--- src/rtl/store_write_combiner.sv ---
// Single-entry store write combiner between the store buffer commit queue and the D$.
// Stores to the same 8-byte line are merged until timeout, a full line, a conflict or a drain.
module store_write_combiner #(
   parameter int ADDR_W  = 56,
   parameter int DATA_W  = 64,
   parameter int TIMEOUT = 8
) (
   input  logic              clk_i,
   input  logic              rst_ni,
   input  logic              st_req_i,
   output logic              st_gnt_o,
   input  logic [ADDR_W-1:0] st_addr_i,
   input  logic [DATA_W-1:0] st_wdata_i,
   input  logic [DATA_W/8-1:0] st_be_i,
   input  logic [1:0]        st_size_i,
   input  logic              drain_i,
   output logic              mem_req_o,
   input  logic              mem_gnt_i,
   output logic [ADDR_W-1:0] mem_addr_o,
   output logic [DATA_W-1:0] mem_wdata_o,
   output logic [DATA_W/8-1:0] mem_be_o,
   output logic [1:0]        mem_size_o,
   input  logic [11:0]       page_offset_i,
   output logic              page_offset_matches_o,
   output logic              empty_o
);
   localparam int BE_W  = DATA_W / 8;
   localparam int TMR_W = $clog2(TIMEOUT) + 1;

   typedef enum logic [1:0] {IDLE, HOLD, ISSUE} state_e;

   state_e              r_state, w_state_nxt;
   logic [ADDR_W-1:0]   r_addr, w_addr_nxt;
   logic [DATA_W-1:0]   r_wdata, w_wdata_nxt, w_merge_data;
   logic [BE_W-1:0]     r_be, w_be_nxt;
   logic [1:0]          r_size, w_size_nxt;
   logic                r_merged, w_merged_nxt;
   logic [TMR_W-1:0]    r_tmr, w_tmr_nxt;
   logic                w_match, w_be_full, w_tmr_exp, w_cap;

   assign w_match   = (st_addr_i[ADDR_W-1:3] == r_addr[ADDR_W-1:3]);
   assign w_be_full = &r_be;
   // Expiry looks at the incremented value so the entry issues TIMEOUT cycles after capture.
   assign w_tmr_exp = (int'(r_tmr) + 1 >= TIMEOUT - 1);

   always_comb begin
      w_merge_data = r_wdata;
      for (int i = 0; i < BE_W; i++)
         if (st_be_i[i]) w_merge_data[i*8 +: 8] = st_wdata_i[i*8 +: 8];
   end

   always_comb begin
      w_state_nxt  = r_state;
      w_addr_nxt   = r_addr;
      w_wdata_nxt  = r_wdata;
      w_be_nxt     = r_be;
      w_size_nxt   = r_size;
      w_merged_nxt = r_merged;
      w_tmr_nxt    = r_tmr;
      w_cap        = 1'b0;
      st_gnt_o     = 1'b0;
      mem_req_o    = 1'b0;
      case (r_state)
         IDLE: begin
            st_gnt_o = 1'b1;
            if (st_req_i) begin
               w_cap       = 1'b1;
               w_state_nxt = HOLD;
            end
         end
         HOLD: begin
            if (drain_i || w_be_full) begin
               w_state_nxt = ISSUE;
            end else begin
               st_gnt_o = w_match;
               if (st_req_i && w_match) begin
                  w_wdata_nxt  = w_merge_data;
                  w_be_nxt     = r_be | st_be_i;
                  w_merged_nxt = 1'b1;
                  w_tmr_nxt    = '0;
                  if (&(r_be | st_be_i)) w_state_nxt = ISSUE;
               end else if (st_req_i) begin
                  w_state_nxt = ISSUE;
               end else begin
                  w_tmr_nxt = r_tmr + TMR_W'(1);
                  if (w_tmr_exp) w_state_nxt = ISSUE;
               end
            end
         end
         ISSUE: begin
            mem_req_o = 1'b1;
            st_gnt_o  = mem_gnt_i;
            if (mem_gnt_i) begin
               if (st_req_i) begin
                  w_cap       = 1'b1;
                  w_state_nxt = HOLD;
               end else begin
                  w_state_nxt = IDLE;
               end
            end
         end
         default: w_state_nxt = IDLE;
      endcase
      if (w_cap) begin
         w_addr_nxt   = st_addr_i;
         w_wdata_nxt  = st_wdata_i;
         w_be_nxt     = st_be_i;
         w_size_nxt   = st_size_i;
         w_merged_nxt = 1'b0;
         w_tmr_nxt    = '0;
      end
   end

   always_ff @(posedge clk_i or negedge rst_ni) begin
      if (!rst_ni) begin
         r_state  <= IDLE;
         r_addr   <= '0;
         r_wdata  <= '0;
         r_be     <= '0;
         r_size   <= '0;
         r_merged <= 1'b0;
         r_tmr    <= '0;
      end else begin
         r_state  <= w_state_nxt;
         r_addr   <= w_addr_nxt;
         r_wdata  <= w_wdata_nxt;
         r_be     <= w_be_nxt;
         r_size   <= w_size_nxt;
         r_merged <= w_merged_nxt;
         r_tmr    <= w_tmr_nxt;
      end
   end

   // A merged entry covers the whole aligned doubleword.
   assign mem_addr_o  = r_merged ? {r_addr[ADDR_W-1:3], 3'b000} : r_addr;
   assign mem_size_o  = r_merged ? 2'b11 : r_size;
   assign mem_wdata_o = r_wdata;
   assign mem_be_o    = r_be;

   assign page_offset_matches_o = (r_state != IDLE) && (page_offset_i[11:3] == r_addr[11:3]);
   assign empty_o               = (r_state == IDLE);
endmodule

--- config.mk ---
export PLATFORM = sky130hd
export DESIGN_NAME = store_write_combiner
export DESIGN_NICKNAME = d
export VERILOG_FILES = /design/src/rtl/store_write_combiner.sv
export SDC_FILE = /design/constraint.sdc
export NUM_CORES = 1
export LEC_CHECK = 0
export CORE_MARGIN = 2
export CORE_UTILIZATION = 43
export CTS_CLUSTER_SIZE = 20
export DETAILED_ROUTE_END_ITERATION = 10
export HOLD_SLACK_MARGIN = 0.1
export PLACE_DENSITY = 0.8
export SKIP_CTS_REPAIR_TIMING = 1
export SYNTH_ARGS = -nofsm -noshare
export SYNTH_HDL_FRONTEND = slang
export SYNTH_SLANG_ARGS = --single-unit
--- constraint.sdc ---
create_clock -name clk_i -period 2.2 [get_ports clk_i]
set_input_delay 0.22 -clock clk_i [delete_from_list [all_inputs] [get_ports clk_i]]
set_output_delay 0.22 -clock clk_i [all_outputs]
set_load 0.05 [all_outputs]
==> results of run 1 <==
## layer usage
| metal | vias up | wire (µm) | global-route usage [%] |
|---|---|---|---|
| li1 | 2470 | - | - |
| met1 | 2499 | 7823 | 27.25 |
| met2 | 179 | 9256 | 36.65 |
| met3 | 39 | 1017 | 6.519 |
| met4 | 0 | 587 | 9.235 |
| met5 | - | 0 | 0 |
## flip-flops by register name, indices dropped and copies added, names as in the netlist
name,flops
r_addr,56
mem_wdata_o,64
r_state,2
mem_be_o,8
r_size,2
r_tmr,4
r_merged,1
## kinds of logic (layout without fill, tap and decap cells)
kind of cell | after synthesis | in the layout | synth area share [%]
xor+xnor | 64 | 64 | 8.468
compound gates | 35 | 35 | 4.731
simple gates | 231 | 231 | 14.53
mux | 64 | 64 | 14.14
buf+inv | 74 | 345 | 7.327
fa+ha+maj | 2 | 2 | 0.3681
flops | 137 | 137 | 50.44
## critical path, stage by stage (launching register included)
cell and delay, ns:
dfrtp_1 0.41, xnor2_1 0.17, nand4_1 0.18, nor4_4 0.40
nand4_1 0.20, o31ai_2 0.33, buf_12 0.18
## final cells by class
type | count | share of cell area, %
clock buffer | 19 | 4.274
clock inverter | 13 | 1.389
inverter | 3 | 0.1087
multi-input combinational | 396 | 28.25
sequential | 137 | 33.18
tap | 211 | 2.548
timing repair buffer | 310 | 30.25
## cell usage after synthesis (all sizes together), types with 2 or more instances
library cell and number:
nand2 183, dfrtp 137, mux2 64, xnor2 62
buf 58, nand4 17, clkbuf 13, a21oi 9
nor2 9, a22o 8, o21ai 6, o22ai 6
nand3 4, nor4 4, or2 4, inv 3
nor2b 3, a31oi 2, ha 2, nor3 2
xor2 2
## path summary, 6_finish.rpt
| path | end | slack, ns | cells after the start | from |
|---|---|---|---|---|
| worst max-delay path | st_gnt_o | -0.32 | 6 | r_addr[32] |
| worst min-delay path | r_addr[50] | 0.32 | 2 | rst_ni |
| worst max register to register | mem_wdata_o[26] | -0.03 | 7 | r_addr[32] |
| worst min register to register | r_size[0] | 0.47 | 2 | r_size[0] |
| max in group asynchronous | mem_wdata_o[7] | 1.21 | 3 | rst_ni |
| min in group clk_i | r_size[0] | 0.32 | 3 | st_size_i[0] |
## metrics by stage
stage	TNS [ns]	hold slack, ns	utilization [%]	cells
6_report	-1.367	0.3171	67.66	1089
5_1_grt	-7.156	0.3355	67.66	1089
4_1_cts	-8.320	-0.2317	67.09	1087
3_5_place_dp	-30.77	0.2199	63.26	1055
3_3_place_gp	-29.56	0.2190	63.26	1055
2_1_floorplan	0	-0.07559	-	607
## report_power, final
| part | switching (mW) | total, mW | internal [mW] |
|---|---|---|---|
| Clock | 1.13 | 2.83 | 1.70 |
| Sequential | 0.774 | 4.31 | 3.54 |
| Combinational | 5.48 | 9.03 | 3.55 |
| Total | 7.38 | 16.2 | 8.80 |
==> impl_metrics.csv, run 1 <==
group,metric,value,unit
routing,wl_per_cell,17.16,µm
final_layout,syn_to_final_growth,52.47,%
final_layout,nNetsFinal,1014,
floorplanning,core,0.01531,mm²
clock_tree,root_buffer,"clkbuf_16",
routing,num_vias,5187,
timing,max_freq,396.8,MHz
timing,tightest_slew,0.5708,ns
grt,grt_pass1_vias,5409,
synthesis,avgSynthCellArea,11.20,µm²
synthesis,synth_fp_nets,756,
clock_tree,cts_max_level,4,
worst_setup_path,critPathRequiredTime,1.98,ns
timing,rsz0062_at_grt,"yes",
synthesis,yosysTopAreaCellShare,50.44,%
final_layout,final_cell_area,0.01036,mm²
placed_design,dpl_worst_slack,-0.4328,ns
run,drv_cap,0,
worst_setup_path,critPathMaxFanout,3,
floorplanning,io_pins,281,
grt,antenna_found_initial,0,
final_layout,n_antenna_cell,0,
placed_design,hpwlAfterDp,13780,µm
routing,drt-total-wl,18690,µm
power,powerDensity,1561,mW/mm²
power,cellLeakagePower,4.661,nW
outcome,status,"finished, violations left",
routing,drtIter0Drc,166,
synthesis,synth_area,0.006797,mm²
synthesis,ys_seq_area_share,50.44,%
synthesis,ys.flop_type,"dfrtp_1",
final_layout,drive_gt1_share,18.79,%
worst_setup_path,path_class,"register to output pin",
grt,grt_pass1_wl,28430,µm
routing,antenna_left,0,
outcome,violations,"negative setup slack",
grt,gr-total-overflow,0,
timing,fin_worst_skew,0.01110,ns
synthesis,async_flop_share,100.0,%
placed_design,placed_cell_area,0.009688,mm²
power,ir_worst_vdd,0.001235,V
clock_tree,worstSkewPairLatency,0.42,ns
clock_tree,path_clk_slew,0.06,ns
final_layout,seq_area,0.003438,mm²
power,power.total,16.18,mW
final_layout,final_common_cell,"clkdlybuf4s50_1",
grt,grtUsageTotal,22.16,%
synthesis,synth_top_area_cell,"dfrtp_1",
placed_design,gp_congestion,0.8117,
synthesis,synth_area_leaders,"dfrtp_1, mux2_4, nand2_1, xnor2_1, buf_4",
floorplanning,initial_core_util,44.38,%
synthesis,yosys_register_bits,137,
final_layout,multi_input_area,0.002928,mm²
synthesis,ys_warn_count,0,
worst_setup_path,endpoint_kind,"output pin",
grt,grt_max_degree,57,
timing,fin_crit,2.520,ns
worst_setup_path,cp-start-kind,"register",
clock_tree,cts.sinks,137,
floorplanning,die_w,129.7,µm
routing,drc,0,
clock_tree,cts_tree,"built",
clock_tree,cts_buffers,17,
floorplanning,die_h,129.7,µm
final_layout,final_cell_mix,"clkdlybuf4s50_1, nand2_1, dfrtp_1, mux2_4, xnor2_1",
worst_setup_path,arrival,2.30,ns
routing,vias_per_cell,4.763,
final_layout,fill_cells,1183,
timing,drv_slew,0,
synthesis,netlist_instances,607,
timing,finalCritPeriodShare,114.5,%
timing,max_slew_margin,61.83,%
synthesis,synth-edff-count,0,
floorplanning,row_count,45,
synthesis,synth_cell_types,37,
placed_design,io_buffers,277,
timing,setup_viol,63,
timing,hold_viol,0,
timing,setup_ws,-0.3199,ns
clock_tree,cts_buffer_depth,2,
worst_hold_path,hp-class,"primary input to asynchronous set/reset pin",
floorplanning,die-area,0.01683,mm²
routing,drt_first_pass_iters,4,
No activity file was read; power rests on OpenSTA's default activity.
==> run 2: changes to the inputs <==
--- a/config.mk
+++ b/config.mk
@@ -5,12 +5,14 @@
 export SDC_FILE = /design/constraint.sdc
 export NUM_CORES = 1
 export LEC_CHECK = 0
+export CAP_MARGIN = 25
 export CORE_MARGIN = 2
 export CORE_UTILIZATION = 43
 export CTS_CLUSTER_SIZE = 20
 export DETAILED_ROUTE_END_ITERATION = 10
 export HOLD_SLACK_MARGIN = 0.1
 export PLACE_DENSITY = 0.8
+export REMOVE_ABC_BUFFERS = 1
 export SKIP_CTS_REPAIR_TIMING = 1
 export SYNTH_ARGS = -nofsm -noshare
 export SYNTH_HDL_FRONTEND = slang
==> run 2 against run 1 <==
  * Worst hold slack gained 0.022 ns
  * Sequential share of layout area is essentially flat
  * Critical endpoint unchanged
  * Die area is the same
  * Via count shrank 1.5%
  * Total power shrank 1.1%
  * The run still ends with negative setup slack left
==> impl_metrics.csv, run 2 (synthesized netlist as in run 1, its figures left out) <==
group,metric,value,unit
timing,fin_crit,2.518,ns
worst_setup_path,cp-start-kind,"register",
timing,setup_ws,-0.3184,ns
final_layout,final_common_cell,"clkdlybuf4s50_1",
floorplanning,die_h,129.7,µm
clock_tree,cts_buffers,17,
clock_tree,path_clk_slew,0.06,ns
grt,grt_max_degree,63,
routing,antenna_left,0,
final_layout,final_cells,1088,
timing,rsz0062_at_grt,"yes",
final_layout,nNetsFinal,1013,
routing,highest_layer,"met4",
placed_design,dpl_worst_slack,-0.3212,ns
routing,drt-total-wl,17810,µm
clock_tree,root_buffer,"clkbuf_16",
outcome,violations,"negative setup slack",
final_layout,final_cell_area,0.01032,mm²
timing,hold_viol,0,
timing,max_slew_margin,60.24,%
outcome,status,"finished, violations left",
floorplanning,die_w,129.7,µm
clock_tree,cts_max_level,4,
clock_tree,worstSkewPairLatency,0.42,ns
floorplanning,row_count,45,
final_layout,syn_to_final_growth,51.82,%
clock_tree,cts_tree,"built",
grt,grtUsageTotal,20.87,%
floorplanning,die-area,0.01683,mm²
clock_tree,cts.sinks,137,
timing,tns,-0.3184,ns
routing,num_vias,5109,
placed_design,io_buffers,277,
final_layout,final_cell_mix,"clkdlybuf4s50_1, nand2_1, dfrtp_1, mux2_4, xnor2_1",
worst_setup_path,critPathMaxFanout,3,
routing,drc,0,
final_layout,drive_gt1_share,18.13,%
grt,antenna_found_initial,0,
floorplanning,initial_core_util,44.38,%
routing,drtIter0Drc,168,
timing,tightest_slew,0.5964,ns
floorplanning,io_pins,281,
run,drv_cap,0,
routing,wl_per_cell,16.37,µm
clock_tree,cts_buffer_depth,2,
timing,fin_worst_skew,0.007842,ns
final_layout,n_antenna_cell,0,
power,powerDensity,1551,mW/mm²
floorplanning,core,0.01531,mm²
timing,drv_slew,0,
routing,met2_length,8642,µm
worst_setup_path,path_class,"register to output pin",
worst_setup_path,critPathRequiredTime,1.98,ns
grt,grt_pass1_wl,26950,µm
power,cellLeakagePower,4.650,nW
routing,vias_per_cell,4.696,
routing,met1Wirelength,7253,µm
timing,max_freq,397.1,MHz
placed_design,dp_cells,1049,
routing,met3_length,1425,µm
grt,gr-total-overflow,0,
routing,drt_first_pass_iters,4,
worst_hold_path,hp-class,"primary input to register",
grt,grt_pass1_vias,5207,
timing,finalCritPeriodShare,114.5,%
worst_setup_path,endpoint_kind,"output pin",
timing,setup_viol,1,
worst_setup_path,arrival,2.30,ns
placed_design,placed_cell_area,0.009609,mm²
placed_design,hpwlAfterDp,13220,µm
placed_design,gp_congestion,0.8047,
power,ir_worst_vdd,0.0008305,V
final_layout,largest_register_ffs,64,
-- run 2: changes by cell type in the layout (fill, tap and decap cells not counted), sizes merged --
cell	change
clkinv	-3
inv	+7
dlymetal6s2s	-1
buf	-1
clkbuf	-2
bufinv	-1
clkdlybuf4s50	+1
clkinvlp	-1
-- run 2: critical path, stage by stage, from the launching register on --
cell     delay [ns]
dfrtp_1        0.41
xnor2_1        0.17
nand4_1        0.18
nor4_4         0.34
nand4_1        0.24
o31ai_2        0.27
buf_4          0.15
buf_12         0.13
-- run 2: power breakdown --
part / leakage (nW) / switching [mW] / internal, mW
clock: 0.275 / 1.19 / 1.59
sequential: 1.65 / 0.797 / 3.53
combinational: 2.72 / 5.40 / 3.50
total: 4.65 / 7.39 / 8.62
-- run 2: routing by layer --
layer / GRT usage (%) / vias up
met5: 0 / -
met3: 7.421 / 28
li1: - / 2476
met4: 8.096 / 0
met2: 33.94 / 199
met1: 25.58 / 2406
-- run 2: through the flow --
step | utilization, % | hold slack [ns] | total power [mW]
final | 67.38 | 0.3387 | 16.00
after global routing | 67.38 | 0.3501 | 16.72
after CTS | 66.51 | -0.2060 | 16.05
after detailed placement | 62.75 | 0.2528 | 13.19
after global placement | 62.75 | 0.2408 | 13.04
after floorplan | - | -0.07559 | 10.01
-- run 2: layout make-up --
| type | instances | area (µm²) |
|---|---|---|
| multi-input combinational | 396 | 2934 |
| tap | 211 | 264.0 |
| fill | 1170 | 4996 |
| clock inverter | 15 | 151.4 |
| timing repair buffer | 309 | 3104 |
| inverter | 3 | 11.26 |
| sequential | 137 | 3428 |
| clock buffer | 17 | 425.4 |
-- run 2: path summary, 6_finish.rpt --
| path | to | slack (ns) | from | cells after the start |
|---|---|---|---|---|
| setup / recovery | st_gnt_o | -0.32 | r_addr[31] | 7 |
| hold reg to reg | r_addr[2] | 0.47 | r_addr[2] | 2 |
| min in group asynchronous | r_addr[32] | 0.37 | rst_ni | 2 |
| hold / removal | r_addr[1] | 0.34 | st_addr_i[1] | 3 |
| setup reg to reg | mem_wdata_o[43] | 0.05 | r_addr[31] | 7 |
| max in group asynchronous | mem_wdata_o[5] | 1.14 | rst_ni | 3 |
==> run 3: changes to the inputs <==
--- a/config.mk
+++ b/config.mk
@@ -5,13 +5,14 @@
 export SDC_FILE = /design/constraint.sdc
 export NUM_CORES = 1
 export LEC_CHECK = 0
+export ABC_AREA = 1
 export CAP_MARGIN = 25
 export CORE_MARGIN = 2
-export CORE_UTILIZATION = 43
+export CORE_UTILIZATION = 44
 export CTS_CLUSTER_SIZE = 20
 export DETAILED_ROUTE_END_ITERATION = 10
 export HOLD_SLACK_MARGIN = 0.1
-export PLACE_DENSITY = 0.8
+export PLACE_DENSITY = 0.81
 export REMOVE_ABC_BUFFERS = 1
 export SKIP_CTS_REPAIR_TIMING = 1
 export SYNTH_ARGS = -nofsm -noshare
==> run 3 against run 2 <==
  * The flow now finishes without violations
  * Synthesized cell count up 50%
  * Critical path depth up 5
  * Register-to-register slack better by 0.19 ns
  * Combinational power up 9.6%
  * Sequential cell count unchanged
  * Cell count up 27%
  * Count of clock-buffer cells in the layout up 4
  * First-iteration DRC count rose to 2.6 times the previous value
  * Critical path type unchanged
==> impl_metrics.csv, run 3 <==
group,metric,value,unit
outcome,status,"complete, no violations",
grt,gr-total-overflow,0,
synthesis,synth_cell_types,30,
routing,antenna_left,0,
worst_setup_path,cp-start-kind,"register",
timing,finalCritPeriodShare,97.89,%
final_layout,n_antenna_cell,0,
timing,drv_slew,0,
routing,drtIter0Drc,433,
synthesis,avgSynthCellArea,7.772,µm²
grt,grt_pass1_wl,31010,µm
floorplanning,io_pins,281,
synthesis,synth-edff-count,0,
clock_tree,cts.sinks,137,
floorplanning,die_h,131.0,µm
synthesis,synth_area_leaders,"dfrtp_1, nand2_1, nand4_1, buf_4, inv_1",
final_layout,drive_gt1_share,7.904,%
timing,fin_crit,2.153,ns
worst_hold_path,hp-class,"primary input to asynchronous set/reset pin",
grt,grt_pass1_vias,6241,
final_layout,syn_to_final_growth,48.21,%
routing,drt-total-wl,20350,µm
synthesis,yosysTopAreaCellShare,48.32,%
timing,rsz0062_at_grt,"yes",
power,ir_worst_vdd,0.0007807,V
power,powerDensity,1647,mW/mm²
run,drv_cap,0,
synthesis,synth_top_area_cell,"dfrtp_1",
timing,max_slew_margin,52.00,%
synthesis,netlist_instances,913,
clock_tree,cts_tree,"built",
final_layout,utilization,66.44,%
placed_design,gp_congestion,0.8390,
synthesis,synth_most_common_cell,"nand2_1",
routing,drc,0,
routing,wl_per_cell,14.74,µm
timing,tightest_slew,0.7152,ns
placed_design,dp_cells,1345,
final_layout,final_common_cell,"nand2_1",
grt,grtUsageTotal,23.14,%
timing,setup_viol,0,
worst_setup_path,endpoint_kind,"output pin",
routing,vias_per_cell,4.841,
clock_tree,path_clk_slew,0.06,ns
timing,hold_viol,0,
final_layout,nNetsFinal,1301,
timing,setup_ws,0.04651,ns
routing,num_vias,6681,
floorplanning,core,0.01583,mm²
synthesis,ys_top_cells_by_count,"nand2_1, dfrtp_1, inv_1, nand4_1, buf_4",
power,cellLeakagePower,5.148,nW
worst_setup_path,path_class,"register to output pin",
synthesis,synth_area,0.007096,mm²
timing,fin_worst_skew,0.009729,ns
synthesis,ys.flop_type,"dfrtp_1",
floorplanning,die-area,0.01716,mm²
timing,max_freq,464.4,MHz
floorplanning,row_count,46,
clock_tree,root_buffer,"clkbuf_16",
clock_tree,worstSkewPairLatency,0.42,ns
worst_setup_path,critPathMaxFanout,3,
clock_tree,cts_buffers,17,
floorplanning,initial_core_util,44.83,%
clock_tree,cts_buffer_depth,2,
synthesis,async_flop_share,100.0,%
clock_tree,cts_max_level,4,
placed_design,io_buffers,277,
placed_design,hpwlAfterDp,15060,µm
synthesis,yosys_register_bits,137,
grt,antenna_found_initial,0,
worst_setup_path,critPathRequiredTime,1.98,ns
routing,drt_first_pass_iters,4,
final_layout,final_cells,1380,
synthesis,ys_seq_area_share,48.32,%
placed_design,dpl_worst_slack,-0.2875,ns
final_layout,final_cell_mix,"nand2_1, clkdlybuf4s50_1, dfrtp_1, inv_1, nand4_1",
final_layout,largest_register_ffs,64,
synthesis,ys_warn_count,0,
floorplanning,die_w,131.0,µm
worst_setup_path,arrival,1.93,ns
grt,grt_max_degree,96,
[run 3: cell types whose count changed in the layout (fill, tap and decap cells not counted), sizes merged, moves of 48 or more]
| cell | before | now |
|---|---|---|
| nand2 | 183 | 370 |
| inv | 12 | 94 |
| mux2 | 64 | 0 |
| xnor2 | 62 | 6 |
| nand4 | 17 | 69 |
| o21ai | 6 | 54 |
[run 3: final cells by class]
cell class	instances	area, µm²
inverter	93	349.1
tap	216	270.3
fill	1301	5311
sequential	137	3433
multi-input combinational	602	2824
clock buffer	21	480.5
timing repair buffer	301	3018
clock inverter	10	141.4
[run 3: final timing paths]
path | startpoint | to | slack, ns | cells after the start
max | r_addr[41] | st_gnt_o | 0.05 | 12
min | rst_ni | mem_wdata_o[12] | 0.33 | 2
max reg2reg | r_state[0] | mem_wdata_o[30] | 0.24 | 8
min reg2reg | mem_wdata_o[59] | mem_wdata_o[59] | 0.47 | 2
max in group asynchronous | rst_ni | r_size[1] | 1.20 | 3
min in group clk_i | st_size_i[0] | r_size[0] | 0.36 | 3
[run 3: worst max-delay path: stages, from the launching register on]
cell,delay [ns]
dfrtp_1,0.38
inv_1,0.07
nand2_1,0.05
nand2_1,0.05
nor2_1,0.11
nand2_1,0.06
nor2_1,0.13
nand2_1,0.09
nor2_2,0.13
buf_4,0.15
nand3_2,0.08
nand2_2,0.08
buf_12,0.14
[run 3: kinds of logic after synthesis]
kind of cell	count (synthesis)	synth area share, %
simple gates	509	30.15
compound gates	64	5.008
buf+inv	174	12.84
xor+xnor	27	3.333
flops	137	48.32
fa+ha+maj	2	0.3526
[run 3: layer usage]
| layer | routed length [µm] | track usage, % | share of wire [%] |
|---|---|---|---|
| met2 | 10220 | 38.16 | 50 |
| met3 | 1218 | 5.008 | 6.0 |
| met5 | 0 | 0 | 0 |
| met1 | 8307 | 29.34 | 41 |
| met4 | 599 | 10.20 | 2.9 |
[run 3: where the power goes]
group	switching, mW	leakage, nW	total (mW)	internal [mW]
clock	1.08	0.302	2.98	1.90
combinational	6.60	3.14	9.75	3.15
sequential	0.900	1.71	4.59	3.69
[run 3: per-stage QoR]
stage | cell area (µm²) | total power [mW] | hold slack [ns] | setup TNS (ns)
after floorplan | 6534 | 10.66 | -0.07559 | -186.69
after CTS | 10410 | 17.35 | -0.2393 | -0.05765
after detailed placement | 9788 | 14.31 | 0.2040 | -14.90
after global routing | 10520 | 18.25 | 0.3546 | -0.1093
final | 10520 | 17.32 | 0.3349 | 0
after global placement | 9788 | 14.13 | 0.2043 | -11.80
